`src/rtl/noc_pkg.sv`:
```
// Shared types and helpers for the NoC input port.
// State encoding for the input-port controller, the backpressure stop-bit
// index and the destination-field extractor.
package noc_pkg;

  typedef enum logic [1:0] {
    IDLE = 2'd0,
    LOAD = 2'd1,
    REQ  = 2'd2
  } inport_state_t;

  // Bit of a backpressure vector that means "stop sending".
  localparam int BP_STOP = 0;

  // Widest flit the destination extractor accepts.
  localparam int FLIT_MAX_W = 64;

  // Extract a w-bit destination field located at bit lsb of a flit.
  function automatic logic [31:0] dest_of(input logic [FLIT_MAX_W-1:0] flit,
                                          input int unsigned           lsb,
                                          input int unsigned           w);
    return 32'(flit >> lsb) & ((32'd1 << w) - 32'd1);
  endfunction

endpackage

```
`src/rtl/noc_input_port_sync_fifo.sv`:
```
// sync_fifo: single-clock FIFO storage for the NoC input port.
// Pointers wrap modulo DEPTH, so DEPTH need not be a power of two.
// The caller guarantees push only when not full (or popping in the same
// cycle) and pop only when not empty.
module sync_fifo
  import noc_pkg::*;
#(
  parameter int WIDTH = 8,
  parameter int DEPTH = 4
) (
  input  logic                       clk,
  input  logic                       rst,
  input  logic                       push,
  input  logic                       pop,
  input  logic [WIDTH-1:0]           din,
  output logic [WIDTH-1:0]           dout,
  output logic [$clog2(DEPTH+1)-1:0] count,
  output logic                       full,
  output logic                       empty
);

  localparam int PTR_W = (DEPTH > 1) ? $clog2(DEPTH) : 1;
  localparam int CNT_W = $clog2(DEPTH+1);

  logic [WIDTH-1:0] r_mem [DEPTH];
  logic [PTR_W-1:0] r_wr_ptr;
  logic [PTR_W-1:0] r_rd_ptr;
  logic [CNT_W-1:0] r_count;

  function automatic logic [PTR_W-1:0] ptr_inc(input logic [PTR_W-1:0] p);
    return (p == PTR_W'(DEPTH-1)) ? '0 : p + 1'b1;
  endfunction

  // Storage write; data is not reset, the pointers define what is valid.
  always_ff @(posedge clk) begin
    if (push) r_mem[r_wr_ptr] <= din;
  end

  // Pointer and occupancy bookkeeping.
  always_ff @(posedge clk) begin
    if (rst) begin
      r_wr_ptr <= '0;
      r_rd_ptr <= '0;
      r_count  <= '0;
    end else begin
      if (push) r_wr_ptr <= ptr_inc(r_wr_ptr);
      if (pop)  r_rd_ptr <= ptr_inc(r_rd_ptr);
      case ({push, pop})
        2'b10:   r_count <= r_count + CNT_W'(1);
        2'b01:   r_count <= r_count - CNT_W'(1);
        default: r_count <= r_count;
      endcase
    end
  end

  assign dout  = r_mem[r_rd_ptr];
  assign count = r_count;
  assign full  = (r_count == CNT_W'(DEPTH));
  assign empty = (r_count == '0);

endmodule

```
`src/rtl/noc_input_port.sv`:
```
// noc_input_port: requester-side controller for one crossbar input.
// Buffers link flits in a FIFO, moves the head flit into an output
// register, decodes its destination and requests the crossbar until the
// flit is granted without backpressure. Invalid destinations are dropped.
// Optional build macro NOC_INPORT_STATS_EN adds saturating transfer and
// stall counters (stat_fwd_o / stat_stall_o).
module noc_input_port
  import noc_pkg::*;
#(
  parameter  int PORTS    = 2,
  parameter  int WIDTH    = 8,
  parameter  int BP_WIDTH = 1,
  parameter  int DEPTH    = 4,
  parameter  int DEST_LSB = 0,
  localparam int DEST_W   = $clog2(PORTS),
  localparam int CNT_W    = $clog2(DEPTH+1)
) (
  input  logic                clk,
  input  logic                rst,
  input  logic [WIDTH-1:0]    in_data,
  input  logic                in_valid,
  output logic [BP_WIDTH-1:0] in_bp_o,
  output logic [WIDTH-1:0]    xbar_data_o,
  output logic [DEST_W-1:0]   xbar_dest_o,
  output logic                xbar_dest_en_o,
  input  logic                xbar_ack_i,
  input  logic [BP_WIDTH-1:0] xbar_bp_i,
  output logic                drop_o,
  output logic                ovf_o,
  output logic [CNT_W-1:0]    count_o
`ifdef NOC_INPORT_STATS_EN
  ,
  output logic [31:0]         stat_fwd_o,
  output logic [31:0]         stat_stall_o
`endif
);

  inport_state_t     r_state;
  inport_state_t     w_next_state;
  logic [WIDTH-1:0]  w_fifo_dout;
  logic [CNT_W-1:0]  w_count;
  logic              w_full;
  logic              w_empty;
  logic              w_push;
  logic              w_pop;
  logic              w_drop;
  logic              w_dest_en;
  logic              w_transfer;
  logic              w_dest_bad;
  logic [WIDTH-1:0]  r_data;
  logic [DEST_W-1:0] r_dest;
  logic              r_valid;
  logic              w_unused_bp;

  // Only the stop bit of the routed backpressure is meaningful.
  assign w_unused_bp = ^xbar_bp_i;
  assign w_transfer  = xbar_ack_i && !xbar_bp_i[BP_STOP];
  assign w_dest_bad  = (32'(r_dest) >= 32'(PORTS));

  // A full FIFO still accepts a flit when a pop frees a slot this cycle.
  assign w_push = in_valid && (!w_full || w_pop);

  sync_fifo #(
    .WIDTH (WIDTH),
    .DEPTH (DEPTH)
  ) u_fifo (
    .clk   (clk),
    .rst   (rst),
    .push  (w_push),
    .pop   (w_pop),
    .din   (in_data),
    .dout  (w_fifo_dout),
    .count (w_count),
    .full  (w_full),
    .empty (w_empty)
  );

  // FSM state register.
  always_ff @(posedge clk) begin
    if (rst) r_state <= IDLE;
    else     r_state <= w_next_state;
  end

  // FSM next-state: every exit from a finished flit reloads if data waits.
  always_comb begin
    w_next_state = r_state;
    case (r_state)
      IDLE:    if (w_pop) w_next_state = LOAD;
      LOAD:    if (w_dest_bad) w_next_state = w_pop ? LOAD : IDLE;
               else            w_next_state = REQ;
      REQ:     if (w_transfer) w_next_state = w_pop ? LOAD : IDLE;
      default: w_next_state = IDLE;
    endcase
  end

  // FSM outputs: pop, drop pulse and crossbar request.
  always_comb begin
    w_pop     = 1'b0;
    w_drop    = 1'b0;
    w_dest_en = 1'b0;
    case (r_state)
      IDLE: w_pop = !w_empty;
      LOAD: begin
        if (w_dest_bad) begin
          w_drop = 1'b1;
          w_pop  = !w_empty;
        end
      end
      REQ: begin
        w_dest_en = 1'b1;
        if (w_transfer) w_pop = !w_empty;
      end
      default: ;
    endcase
  end

  // Output register valid bit: set on load, cleared when the flit leaves.
  always_ff @(posedge clk) begin
    if (rst)                                            r_valid <= 1'b0;
    else if (w_pop)                                     r_valid <= 1'b1;
    else if ((r_state == LOAD && w_dest_bad) ||
             (r_state == REQ && w_transfer))            r_valid <= 1'b0;
  end

  // Output register payload; qualified by r_valid so it needs no reset.
  always_ff @(posedge clk) begin
    if (w_pop) begin
      r_data <= w_fifo_dout;
      r_dest <= DEST_W'(dest_of(FLIT_MAX_W'(w_fifo_dout), DEST_LSB, DEST_W));
    end
  end

`ifdef NOC_INPORT_STATS_EN
  logic [31:0] r_stat_fwd;
  logic [31:0] r_stat_stall;

  // Saturating counters of completed transfers and stalled request cycles.
  always_ff @(posedge clk) begin
    if (rst) begin
      r_stat_fwd   <= '0;
      r_stat_stall <= '0;
    end else if (r_state == REQ) begin
      if (w_transfer && r_stat_fwd != '1)    r_stat_fwd   <= r_stat_fwd + 32'd1;
      if (!w_transfer && r_stat_stall != '1) r_stat_stall <= r_stat_stall + 32'd1;
    end
  end

  assign stat_fwd_o   = r_stat_fwd;
  assign stat_stall_o = r_stat_stall;
`endif

  // One slot of slack covers the upstream's sampling delay of in_bp_o.
  assign in_bp_o        = BP_WIDTH'(w_count >= CNT_W'(DEPTH-1));
  assign xbar_data_o    = r_valid ? r_data : '0;
  assign xbar_dest_o    = r_valid ? r_dest : '0;
  assign xbar_dest_en_o = w_dest_en;
  assign drop_o         = w_drop;
  assign ovf_o          = in_valid && w_full && !w_pop;
  assign count_o        = w_count;

endmodule

```
`config.mk`:
```
export PLATFORM = sky130hd
export DESIGN_NAME = noc_input_port
export DESIGN_NICKNAME = d
export VERILOG_FILES = /design/src/rtl/noc_pkg.sv /design/src/rtl/noc_input_port_sync_fifo.sv /design/src/rtl/noc_input_port.sv
export SDC_FILE = /design/constraint.sdc
export NUM_CORES = 1
export LEC_CHECK = 0
export BUFFER_PORTS_ARGS = -buffer_cell sky130_fd_sc_hd__buf_2
export CAP_MARGIN = 0
export CORE_AREA = 2 2 69 71
export CTS_CLUSTER_SIZE = 14
export DETAILED_ROUTE_END_ITERATION = 10
export DIE_AREA = 0 0 71 73
export PLACE_DENSITY = 0.7
export SLEW_MARGIN = 30
export SYNTH_ARGS = -nofsm -noshare
export SYNTH_HDL_FRONTEND = slang
export SYNTH_SLANG_ARGS = --single-unit
```
`constraint.sdc`:
```
create_clock -name clk -period 4.1 [get_ports clk]
set_input_delay 0.205 -clock clk [delete_from_list [all_inputs] [get_ports clk]]
set_output_delay 0.205 -clock clk [all_outputs]
set_load 0.05 [all_outputs]
```
Word-level counts from Yosys, hierarchy flattened
Memories as Yosys holds them, arrays and structs flattened. A register that Yosys moved wholly into a read port is not among the register bits.
Index checks and enable logic that the tools add are counted.
{"block": "op_classes", "addsub": 4, "order_cmp": 1, "eq_ne": 9, "n_mux": 18, "reduce_logical": 15}
{"operator": "two-way mux 2 bit", "n": 6}
{"operator": "equality test 2 bit (second input constant)", "n": 4}
{"operator": "two-way mux 1 bit", "n": 8}
{"operator": "two-way mux 8 bit", "n": 1}
{"operator": "one-hot mux 2 bit (3 select lines)", "n": 1}
{"operator": "one-hot mux 3 bit (2 select lines)", "n": 1}
{"operator": "logical AND 1 bit", "n": 5}
{"operator": "adder 2 x 1 -> 2 bit (second input constant)", "n": 2}
{"operator": "equality test 2 x 1 -> 1 bit (second input constant)", "n": 2}
{"operator": "zero test 1 bit", "n": 4}
{"operator": "nonzero test 2 bit", "n": 2}
{"operator": "adder 3 x 1 -> 3 bit (second input constant)", "n": 1}
{"operator": "equality test 3 bit (second input constant)", "n": 1}
{"operator": "greater-or-equal comparator 3 x 2 -> 1 bit (second input constant)", "n": 1}
{"operator": "zero test 3 bit", "n": 1}
{"operator": "subtractor 3 x 1 -> 3 bit (second input constant)", "n": 1}
{"operator": "zero test 2 bit", "n": 1}
{"operator": "inequality test 2 x 1 -> 1 bit (second input constant)", "n": 1}
{"operator": "inequality test 2 bit (second input constant)", "n": 1}
{"operator": "one-hot mux 1 bit (2 select lines)", "n": 1}
{"operator": "AND reduction 2 bit", "n": 1}
{"operator": "logical OR 1 bit", "n": 1}
{"block": "totals", "regBits": 19, "ramBits": 32, "inputBits": 13, "output_inout_bits": 16, "word_cells": 55, "mem_count": 1}
{"name": "u_fifo.r_mem", "words": 4, "width": 8, "read_ports": 1, "rd_ports_with_merged_regs": 1, "write_ports": 1, "line_no": "noc_input_port_sync_fifo.sv:25", "text": "logic [WIDTH-1:0] r_mem [DEPTH];"}

Longest topological paths before layout
Gate-level depths: netlist of the first run.
{"block": "depth", "depth_word": 8, "ltp_mapped": 9, "mapped_depth_nobuf": 9}

Hierarchy
A second synthesis of the first run with hierarchy kept.
{"block": "unflattened", "hier_cells": 126, "hier_area_um2": 2060.7}
{"module": "sync_fifo", "n_inst": 1, "cells_each": 90, "area_each_um2": 1605.3}
{"module": "noc_input_port", "n_inst": 1, "cells_each": 36, "area_each_um2": 455.4}

Worst setup path after synthesis of the first run
Ideal clock, no wire load.
{"block": "synth_path", "path_kind": "reg-to-reg", "startpoint": "register u_fifo.r_count[0], in the netlist u_fifo.count[0]", "endpoint": "register u_fifo.r_count[2], in the netlist u_fifo.count[2]", "t_arrival_ns": 2.578, "required_time_ns": 4.029, "path_slack_ns": 1.451, "path_stages_with_launch": 9, "synth_period_minus_slack_ns": 2.649, "path_cell_list": "dfxtp_1 -> nor3_2 -> a211oi_4 -> ha_1 -> inv_1 -> fa_1 -> xor2_1 -> or3_1 -> a21oi_1"}
{"block": "synth_between", "elab_chain_len": 8, "word_cells_on_any_way": 14}
{"element": "from (decl)", "line_no": "noc_input_port_sync_fifo.sv:28", "text": "logic [CNT_W-1:0] r_count;"}
{"element": "from (signal assigned)", "line_no": "noc_input_port_sync_fifo.sv:49", "text": "2'b10: r_count <= r_count + CNT_W'(1);"}
{"element": "from (signal assigned)", "line_no": "noc_input_port_sync_fifo.sv:50", "text": "2'b01: r_count <= r_count - CNT_W'(1);"}
{"element": "from (signal assigned)", "line_no": "noc_input_port_sync_fifo.sv:51", "text": "default: r_count <= r_count;"}
{"element": "zero test 3 bit (*)", "line_no": "noc_input_port_sync_fifo.sv:59", "text": "assign empty = (r_count == '0);"}
{"element": "zero test 1 bit (*)", "line_no": "noc_input_port.sv:102, noc_input_port.sv:111"}
{"element": "two-way mux 1 bit", "line_no": "noc_input_port.sv:111", "text": "if (w_transfer) w_pop = !w_empty;"}
{"element": "one-hot mux 1 bit (2 select lines) (*)", "line_no": "noc_input_port.sv:101", "text": "case (r_state)"}
{"element": "net u_fifo.pop", "line_no": "noc_input_port_sync_fifo.sv:14", "text": "input logic pop,"}
{"element": "logical OR 1 bit", "line_no": "noc_input_port.sv:61", "text": "assign w_push = in_valid && (!w_full || w_pop);"}
{"element": "logical AND 1 bit", "line_no": "noc_input_port.sv:61"}
{"element": "equality test 2 x 1 -> 1 bit or equality test 2 bit (tied branches)", "line_no": "noc_input_port_sync_fifo.sv:48", "text": "case ({push, pop})"}
{"element": "one-hot mux 3 bit (2 select lines) or nonzero test 2 bit (tied branches)"}
The timed path passes the listed nets; every way through them passes the cells marked *.
A chain may end at the register's enable or synchronous reset.

Worst setup path in the final report of the first run
Ends and elaborated chain as after synthesis.

==> key figures, run 1 <==
Synth
  – Synth Net Count: 149
  – Post-synthesis cell area: 0.00212 mm²
  – Syn Area/Cell: 16.4 µm²
  – Sequential-to-total area share from yosys stat: 0.681
  – #FFs+latches synth: 52
  – Netlist cell types: 32
  – Yosys warns: 0
  – Post-synthesis cell count: 129

Drt
  – DRT Pass-1 Iters: 4
  – Post-Route WL: 3.53 mm
  – Vias/cell: 5.16
  – Drt drc: 0
  – DR vias: 1100
  – Post-DRT Antenna Nets: 0
  – 1st-iter DRT viols: 36
  – Routed WL per cell: 16.6 µm

Timing
  – FMAX: 0.381 GHz
  – Period utilization: 0.640
  – Max_slew headroom: 0.439
  – Slew Viols, Final: 0
  – Final setup violation count: 0
  – RSZ-0062 raised after global routing: false
  – Clk_skew: 0.0109 ns
  – Final min period: 2.62 ns
  – Setup TNS Final: 0 ns
  – Final hold vios: 0
  – Actual slew at the worst max-slew pin: 0.840 ns

Critical path
  – Crit-path max FO: 12
  – CP Launch Type: register
  – Critical Path Sink Type: register
  – WP data arrival: 2.86 ns
  – Crit path from: u_fifo.count[0]
  – Crit path kind: register to register
  – Critical path destination: u_fifo.count[2]
  – Worst r2r path cells: 8
  – RR Endpoint: u_fifo.count[2]
  – Worst EP required: 4.33 ns
  – R2R setup slack: 1.48 ns
  – Worst reg2reg path startpoint: u_fifo.count[0]

Power and ir drop
  – Power Dens Cells: 692 mW/mm²
  – Clock Power Share: 0.173
  – Combinational share of power: 0.345
  – Tot Pwr: 1.65 mW
  – Worst vdd ir: 0.259 mV
  – Int Pwr: 1.02 mW
  – Switching share of power: 0.381
  – Sw Pwr: 0.627 mW
  – Sequential Power Share: 0.482
  – P_leak: 0.893 nW

CTS
  – Num CTS Buffers: 5
  – Clock Path Buffers: 2
  – Worst skew pair latency: 0.31 ns
  – Clk sinks: 52
  – Post_cts resized: 0
  – Setup bufs post-CTS: 0
  – CTS H-tree depth: 2
  – CTS tree: done
  – Root buffer cell: clkbuf_8
  – # hold bufs at CTS: 0
  – Clock slew at reported path FFs: 0.10 ns

Placed design
  – Port Buf Inserts: 27
  – Dpl hpwl: 2.50 mm
  – Placed Cells: 205
  – Routability congestion estimate: 0.740

Status
  – Status: completed

Final layout
  – Non-Filler Instances: 213
  – Final net count: 178
  – Most common cell after layout, fill and taps aside: edfxtp_1
  – Final Util: 0.525
  – Fill cells: 371
  – Layout cells sized above 1: 0.308
  – Area of the multi-input gates: 626 µm²
  – Layout area overhead: 12.4%
  – Register area: 0.00144 mm²
  – Most frequent cells in the layout: 40 x edfxtp_1, 27 x buf_2, 12 x dfxtp_1
  – Antenna Cells: 0

Floorplan
  – Chip height: 73 µm
  – Initial Utilization: 0.467
  – Die Area: 0.00518 mm²
  – Row cnt: 25
  – Core area: 0.00454 mm²
  – IO Pins: 29
  – Die X-Extent: 71 µm

Worst hold path
  – Hold depth: 1
  – HP Class: primary input to register

Job
  – Max Cap Violations: 0

Global routing
  – Pin count of the biggest net entering global routing: 17
  – Total GRT Usage: 0.147
  – First-pass GRT wire length: 5.60 mm
  – Vias in the first global route: 1132
  – GRT Residual Overflow: 0
  – Antenna violations before repair: 0
==> worst min-delay path by stage <==
stage                     slack [ns]            endpoint        from
after floorplan                 0.30  u_fifo.r_mem[0][0]  in_data[0]
final                           0.11  u_fifo.r_mem[3][1]  in_data[1]
after global placement          0.42  u_fifo.r_mem[0][3]  in_data[3]
after detailed placement        0.43  u_fifo.r_mem[2][1]  in_data[1]
after CTS                       0.10  u_fifo.r_mem[3][1]  in_data[1]
after global routing            0.11  u_fifo.r_mem[1][5]  in_data[5]
==> power by group through the flow <==
stage	sequential [mW]	combinational (mW)	clock [mW]
after floorplan	0.798	0.446	0
after global placement	0.794	0.551	0
after detailed placement	0.808	0.571	0
after CTS	0.795	0.573	0.292
after global routing	0.810	0.610	0.312
final	0.794	0.569	0.285
==> Yosys cell counts <==
library cell,number,area share
a211oi_1,1,0.0035
a211oi_4,1,0.0095
a21o_1,1,0.0035
a21oi_1,3,0.0071
a21oi_2,1,0.0041
a22o_1,1,0.0041
and2_1,8,0.024
buf_1,1,0.0018
buf_2,1,0.0024
buf_4,2,0.0071
clkbuf_1,1,0.0018
conb_1,1,0.0018
dfxtp_1,12,0.11
edfxtp_1,40,0.57
fa_1,1,0.0095
ha_1,6,0.035
inv_1,6,0.011
mux2_4,1,0.0071
mux2i_1,3,0.014
mux4_2,8,0.085
nand2b_1,2,0.0059
nand2b_4,1,0.0065
nand3_1,1,0.0024
nor2_1,11,0.020
nor2b_1,7,0.021
nor3_1,1,0.0024
nor3_2,1,0.0047
nor3b_1,1,0.0035
o21ai_0,1,0.0024
o21ai_4,1,0.0077
or3_1,1,0.0030
xor2_1,2,0.0083
==> worst max-delay path, cell delays in order, from the launching register on <==
cell and delay (ns):
dfxtp_1 0.43, nor3_2 0.11, a211oi_4 0.63, ha_1 0.31, inv_1 0.06, fa_1 0.38
xor2_1 0.17, or3_1 0.31, a21oi_1 0.15
==> logic make-up (layout without fill, tap and decap cells) <==
group / Yosys count / after routing / share of synthesized area
multiplexers: 12 / 12 / 0.106
adder cells (fa/ha/maj): 7 / 7 / 0.0449
other: 1 / 1 / 0.00177
XOR/XNOR: 2 / 2 / 0.00828
flip-flops: 52 / 52 / 0.681
buffers and inverters: 11 / 41 / 0.0236
AO/OA/AOI/OAI: 10 / 10 / 0.0420
AND/OR/NAND/NOR: 34 / 34 / 0.0922
==> sequential cells by signal, summed over array words and instances, names as in the netlist, named ones only <==
name             count
u_fifo.r_rd_ptr      2
r_valid              1
u_fifo.count         3
u_fifo.r_mem        32
r_data               8
r_state              2
u_fifo.r_wr_ptr      2
==> layer usage <==
| metal | GRT usage | vias up | wire, µm |
|---|---|---|---|
| met2 | 0.279 | 19 | 2000 |
| met4 | 0.0608 | 0 | 72 |
| met5 | 0 | - | 0 |
| met3 | 0.0414 | 8 | 126 |
| li1 | - | 522 | - |
| met1 | 0.151 | 551 | 1330 |
==> metrics by stage <==
stage / hold WS [ns] / setup slack, ns / cell area, µm²
floorplan: 0.304 / 1.45 / 2120
global placement: 0.416 / 1.68 / 2290
detailed placement: 0.428 / 1.51 / 2290
CTS: 0.105 / 1.48 / 2380
global route: 0.106 / 1.34 / 2380
finish: 0.110 / 1.48 / 2380
==> cell type report <==
cell class | count | share of cell area
clock inverter | 3 | 0.00789
tap | 54 | 0.0284
timing repair buffer | 27 | 0.0568
multi-input combinational | 66 | 0.263
clock buffer | 5 | 0.0289
sequential | 52 | 0.606
inverter | 6 | 0.00946
Power figures use the tool's default switching activity.
==> inputs of run 2 (changes only) <==
- PLACE_DENSITY: 0.7 -> 0.73
- clock period: 4.1 -> 2.4 ns (I/O delays scaled with it)
==> run 2 against run 1 <==
Critical path depth grew 1; combinational power grew 79%; sequential cell count stayed put; die area stayed put; routed wire length is 2.3% lower; clock-buffer cell count did not move; setup slack worse by 1.3 ns; highest routed layer unchanged; via count grew 2.2%; global-route usage is essentially flat.
==> key figures, run 2 (synthesis gave the netlist of run 1 again) <==
Status
  – Status: completed

Floorplan
  – Initial Utilization: 0.467 (unchanged)
  – IO Pins: 29 (unchanged)
  – Die X-Extent: 71 µm (unchanged)
  – Core area: 0.00454 mm² (unchanged)
  – Row cnt: 25 (unchanged)
  – Chip height: 73 µm (unchanged)
  – Die Area: 0.00518 mm² (unchanged)

Timing
  – Final setup violation count: 0 (unchanged)
  – RSZ-0062 raised after global routing: false
  – Max_slew headroom: 0.609 (+0.171)
  – Final min period: 2.19 ns (-0.429 ns)
  – Final hold vios: 0 (unchanged)
  – WHS: 0.0230 ns (-0.0869 ns)
  – Slew Viols, Final: 0 (unchanged)
  – Clk_skew: 0.00700 ns (-0.00394 ns)
  – Setup TNS Final: 0 ns (unchanged)
  – Period utilization: 0.914 (+0.274)
  – FMAX: 0.456 GHz (+20%)
  – Actual slew at the worst max-slew pin: 0.585 ns (-0.255 ns)

Final layout
  – Layout area overhead: 16.1%
  – Final net count: 184 (+3.4%)
  – Most common cell after layout, fill and taps aside: edfxtp_1
  – Most frequent cells in the layout: 40 x edfxtp_1, 27 x buf_2, 11 x nor2_1
  – Register area: 0.00145 mm² (+0.26%)
  – Max reg flops: 32 (unchanged)
  – Area of the multi-input gates: 626 µm² (unchanged)
  – Fill cells: 348 (-6.2%)
  – Reg with most FFs: u_fifo.r_mem
  – Antenna Cells: 0 (unchanged)
  – Layout cells sized above 1: 0.352 (+0.0433)

CTS
  – Clock Path Buffers: 2 (unchanged)
  – Clk sinks: 52 (unchanged)
  – CTS H-tree depth: 2 (unchanged)
  – Root buffer cell: clkbuf_8
  – # hold bufs at CTS: 0 (unchanged)
  – CTS tree: done
  – Num CTS Buffers: 5 (unchanged)
  – Clock slew at reported path FFs: 0.09 ns (about the same)
  – Worst skew pair latency: 0.30 ns (about the same)
  – Post_cts resized: 0 (unchanged)

Global routing
  – Antenna violations before repair: 0 (unchanged)
  – Vias in the first global route: 1155 (+2.0%)
  – Total GRT Usage: 0.147 (about the same)
  – Pin count of the biggest net entering global routing: 18 (+1)
  – First-pass GRT wire length: 5.62 mm (+0.38%)
  – GRT Residual Overflow: 0 (unchanged)

Critical path
  – Critical Path Sink Type: register
  – Worst EP required: 2.64 ns (-1.69 ns)
  – Crit path kind: register to register
  – Crit-path max FO: 5 (-7)
  – WP data arrival: 2.43 ns (-0.43 ns)
  – CP Launch Type: register
  – R2R setup slack: 0.21 ns (-1.27 ns)

Drt
  – Drt drc: 0 (unchanged)
  – DRT Pass-1 Iters: 4 (unchanged)
  – Post-DRT Antenna Nets: 0 (unchanged)
  – 1st-iter DRT viols: 80 (+120%)
  – DR vias: 1124 (+2.2%)
  – Post-Route WL: 3.45 mm (-2.3%)
  – Vias/cell: 5.13 (-0.62%)
  – Routed WL per cell: 15.7 µm (-4.9%)

Job
  – Max Cap Violations: 0 (unchanged)

Placed design
  – Port Buf Inserts: 27 (unchanged)
  – Dpl hpwl: 2.45 mm (-2.1%)
  – Routability congestion estimate: 0.723 (-2.3%)

Power and ir drop
  – P_leak: 0.935 nW (+4.8%)
  – Worst vdd ir: 0.526 mV (+100%)
  – Power Dens Cells: 1210 mW/mm² (+75%)

Worst hold path
  – HP Class: primary input to register
[run 2: path summary, 6_finish.rpt]
path / startpoint / cells after the start / end
setup / recovery: u_fifo.count[1] / 9 / u_fifo.count[2]
hold / removal: in_data[1] / 1 / u_fifo.r_mem[2][1]
setup reg to reg: u_fifo.count[1] / 9 / u_fifo.count[2]
hold reg to reg: u_fifo.count[2] / 2 / u_fifo.count[2]
[run 2: layout make-up]
class                      count  share of cell area
sequential                    52               0.588
multi-input combinational     66               0.255
timing repair buffer          33              0.0733
clock buffer                   5              0.0280
tap                           54              0.0275
clock inverter                 3              0.0193
inverter                       6             0.00916
[run 2: repair_timing]
item / in CTS / in global routing
setup buffers: 0 / 1
endpoints found under the hold margin: 0 / 0
endpoints found under the setup margin: 0 / 1
[run 2: metal layers]
| layer | vias up | share of wire | global-route usage |
|---|---|---|---|
| met5 | - | 0 | 0 |
| met4 | 0 | 0.015 | 0.0503 |
| met3 | 6 | 0.035 | 0.0414 |
| met2 | 21 | 0.53 | 0.259 |
| met1 | 557 | 0.42 | 0.173 |
| li1 | 540 | - | - |
[run 2: power breakdown]
part	total [mW]	switching [mW]	internal, mW
Sequential	1.36	0.156	1.20
Clock	0.597	0.283	0.314
Combinational	1.02	0.647	0.371
[run 2: worst max-delay path: stages (launching register included)]
cell and delay [ns]:
dfxtp_2 0.35, inv_1 0.10, nand3_1 0.15, o21ai_4 0.21, ha_1 0.21, inv_1 0.06, fa_1 0.39, xor2_1 0.17
or3_1 0.33, a21oi_1 0.15
[run 2: per-stage QoR]
| step | instance area [µm²] | utilization | instances | worst slack (ns) | power, mW |
|---|---|---|---|---|---|
| after floorplan | 2120 | - | 129 | 0.0189 | 2.13 |
| after CTS | 2450 | 0.540 | 218 | 0.134 | 3.00 |
| after detailed placement | 2330 | 0.514 | 210 | 0.140 | 2.41 |
| after global routing | 2460 | 0.542 | 219 | 0.0433 | 3.12 |
| after global placement | 2330 | 0.514 | 210 | 0.322 | 2.33 |
| final | 2460 | 0.542 | 219 | 0.206 | 2.97 |
==> inputs of run 3 (changes only) <==
- RECOVER_POWER: default -> 50
- SKIP_LAST_GASP: default -> 1
==> run 3 against run 2 <==
Cell area is 1.1% lower; clock power hardly changed; final cell count stayed put; highest routed layer unchanged; utilization is 0.58 points lower; setup slack worse by 0.0050 ns; hold slack better by 0.042 ns; sequential cell count stayed put; clock-buffer cell count stayed put; first-iteration DRC count is 2.5% lower; sequential share of layout area is 0.58 points higher; critical path depth is 1 lower.
==> key figures, run 3 (synthesis gave the netlist of run 1 again) <==
Timing
  – RSZ-0062 raised after global routing: false
  – Final hold vios: 0 (unchanged)
  – FMAX: 0.455 GHz (-0.23%)
  – Period utilization: 0.916 (+0.00207)
  – Final min period: 2.20 ns (+0.00498 ns)
  – Max_slew headroom: 0.547 (-0.0622)
  – Final setup violation count: 0 (unchanged)
  – Actual slew at the worst max-slew pin: 0.679 ns (+0.0942 ns)
  – Slew Viols, Final: 0 (unchanged)
  – Clk_skew: 0.00713 ns (+0.000125 ns)
  – Setup TNS Final: 0 ns (unchanged)

Final layout
  – Final net count: 184 (unchanged)
  – Area of the multi-input gates: 621 µm² (-0.80%)
  – Layout cells sized above 1: 0.255 (-0.0970)
  – Layout area overhead: 14.8%
  – Most common cell after layout, fill and taps aside: edfxtp_1
  – Max reg flops: 32 (unchanged)
  – Antenna Cells: 0 (unchanged)
  – Reg with most FFs: u_fifo.r_mem
  – Fill cells: 363 (+4.3%)
  – Register area: 0.00144 mm² (about the same)
  – Most frequent cells in the layout: 40 x edfxtp_1, 14 x buf_2, 14 x clkbuf_1

Global routing
  – Total GRT Usage: 0.147 (unchanged)
  – Antenna violations before repair: 0 (unchanged)
  – First-pass GRT wire length: 5.62 mm (unchanged)
  – Met1 Use GR: 0.173 (unchanged)
  – Vias in the first global route: 1155 (unchanged)
  – Met2 usage: 0.259 (unchanged)
  – GRT Residual Overflow: 0 (unchanged)
  – Pin count of the biggest net entering global routing: 18 (unchanged)
  – Gr busiest metal: met2
  – Met3 GRT Util: 0.0414 (unchanged)

Critical path
  – Critical Path Slowest Stage Cell: dfxtp_1
  – Worst EP required: 2.64 ns (about the same)
  – RR Endpoint: u_fifo.count[2]
  – Crit-path max FO: 6 (+1)
  – R2R setup slack: 0.20 ns (about the same)
  – Crit path kind: register to register
  – Crit-path cells: nand3_1 -> o21ai_4 -> ha_1 -> inv_1 -> fa_1 -> xor2_1 -> or3_1 -> a21oi_1
  – WP data arrival: 2.44 ns (about the same)
  – Critical Path Sink Type: register
  – CP Launch Type: register
  – Worst r2r path cells: 8 (-1)
  – Worst stage delay on the critical path: 0.43 ns (+0.04 ns)
  – Worst reg2reg path startpoint: u_fifo.count[2]

CTS
  – Setup bufs post-CTS: 0 (unchanged)
  – Clock slew at reported path FFs: 0.09 ns (about the same)
  – CTS H-tree depth: 2 (unchanged)
  – Clk sinks: 52 (unchanged)
  – Num CTS Buffers: 5 (unchanged)
  – Post_cts resized: 0 (unchanged)
  – Clock Path Buffers: 2 (unchanged)
  – CTS tree: done
  – # hold bufs at CTS: 0 (unchanged)
  – Worst skew pair latency: 0.30 ns (about the same)
  – Root buffer cell: clkbuf_8

Floorplan
  – IO Pins: 29 (unchanged)
  – Chip height: 73 µm (unchanged)
  – Row cnt: 25 (unchanged)
  – Die X-Extent: 71 µm (unchanged)
  – Die Area: 0.00518 mm² (unchanged)
  – Initial Utilization: 0.467 (unchanged)
  – Core area: 0.00454 mm² (unchanged)

Drt
  – 1st-iter DRT viols: 78 (-2.5%)
  – Routed WL per cell: 15.8 µm (+0.49%)
  – Vias/cell: 5.12 (-0.18%)
  – DR vias: 1122 (-0.18%)
  – DRT Pass-1 Iters: 4 (unchanged)
  – Drt drc: 0 (unchanged)
  – Post-DRT Antenna Nets: 0 (unchanged)
  – Post-Route WL: 3.47 mm (+0.49%)

Job
  – Max Cap Violations: 0 (unchanged)

Status
  – Status: completed

Placed design
  – Dpl hpwl: 2.45 mm (unchanged)
  – Port Buf Inserts: 27 (unchanged)
  – Routability congestion estimate: 0.723 (unchanged)

Power and ir drop
  – Worst vdd ir: 0.553 mV (+5.0%)
  – P_leak: 0.888 nW (-5.1%)
  – Tot Pwr: 2.94 mW (-1.0%)
  – Power Dens Cells: 1210 mW/mm² (about the same)

Worst hold path
  – Hold depth: 1 (unchanged)
  – Hold endpoint: u_fifo.r_mem[2][1]
  – HP Class: primary input to register
  – Min-Delay Startpoint: in_data[1]
run 3: changes by cell type in the layout (fill, tap and decap cells not counted):
cell	previous run	this run
buf_4	6	5
dfxtp_1	9	10
nor3_1	1	2
dfxtp_2	3	2
nor3_2	1	0
buf_2	27	14
clkbuf_1	0	14
run 3: metrics by stage:
stage | hold WS, ns | utilization | area [µm²] | setup WS (ns) | instances
6_report | 0.0648 | 0.536 | 2430 | 0.201 | 219
5_1_grt | 0.0661 | 0.536 | 2430 | 0.0455 | 219
4_1_cts | 0.0124 | 0.540 | 2450 | 0.134 | 218
3_5_place_dp | 0.337 | 0.514 | 2330 | 0.140 | 210
3_3_place_gp | 0.330 | 0.514 | 2330 | 0.322 | 210
2_1_floorplan | 0.219 | - | 2120 | 0.0189 | 129
run 3: worst max-delay path by stage:
stage	from	to	slack (ns)
6_report	u_fifo.count[2]	u_fifo.count[2]	0.20
4_1_cts	u_fifo.count[1]	u_fifo.count[2]	0.13
2_1_floorplan	u_fifo.count[0]	u_fifo.count[2]	0.02
3_5_place_dp	u_fifo.count[0]	u_fifo.count[2]	0.14
5_1_grt	u_fifo.count[2]	u_fifo.count[2]	0.05
3_3_place_gp	u_fifo.count[0]	u_fifo.count[2]	0.32
run 3: cell type report:
| type | count | area share |
|---|---|---|
| Multi-Input combinational cell | 66 | 0.255 |
| Sequential cell | 52 | 0.594 |
| Inverter | 6 | 0.00926 |
| Clock buffer | 5 | 0.0283 |
| Timing Repair Buffer | 33 | 0.0659 |
| Tap cell | 54 | 0.0278 |
| Clock inverter | 3 | 0.0196 |
run 3: layer usage:
metal  share of wire  wire length, µm
met1            0.42             1440
met2            0.53             1840
met3           0.039              134
met4           0.015               51
met5               0                0
run 3: where the power goes:
part | leakage, nW | internal [mW] | switching [mW]
Combinational | 0.361 | 0.343 | 0.649
Sequential | 0.469 | 1.20 | 0.153
Clock | 0.0583 | 0.314 | 0.284
run 3: critical path: cells and delay by family, from the launching register on:
family                   cells  cell delay [ns]
adder cells (fa/ha/maj)      2             0.60
XOR/XNOR                     1             0.17
AO/OA/AOI/OAI                2             0.36
AND/OR/NAND/NOR              2             0.51
buffers and inverters        1             0.06
flip-flops                   1             0.43
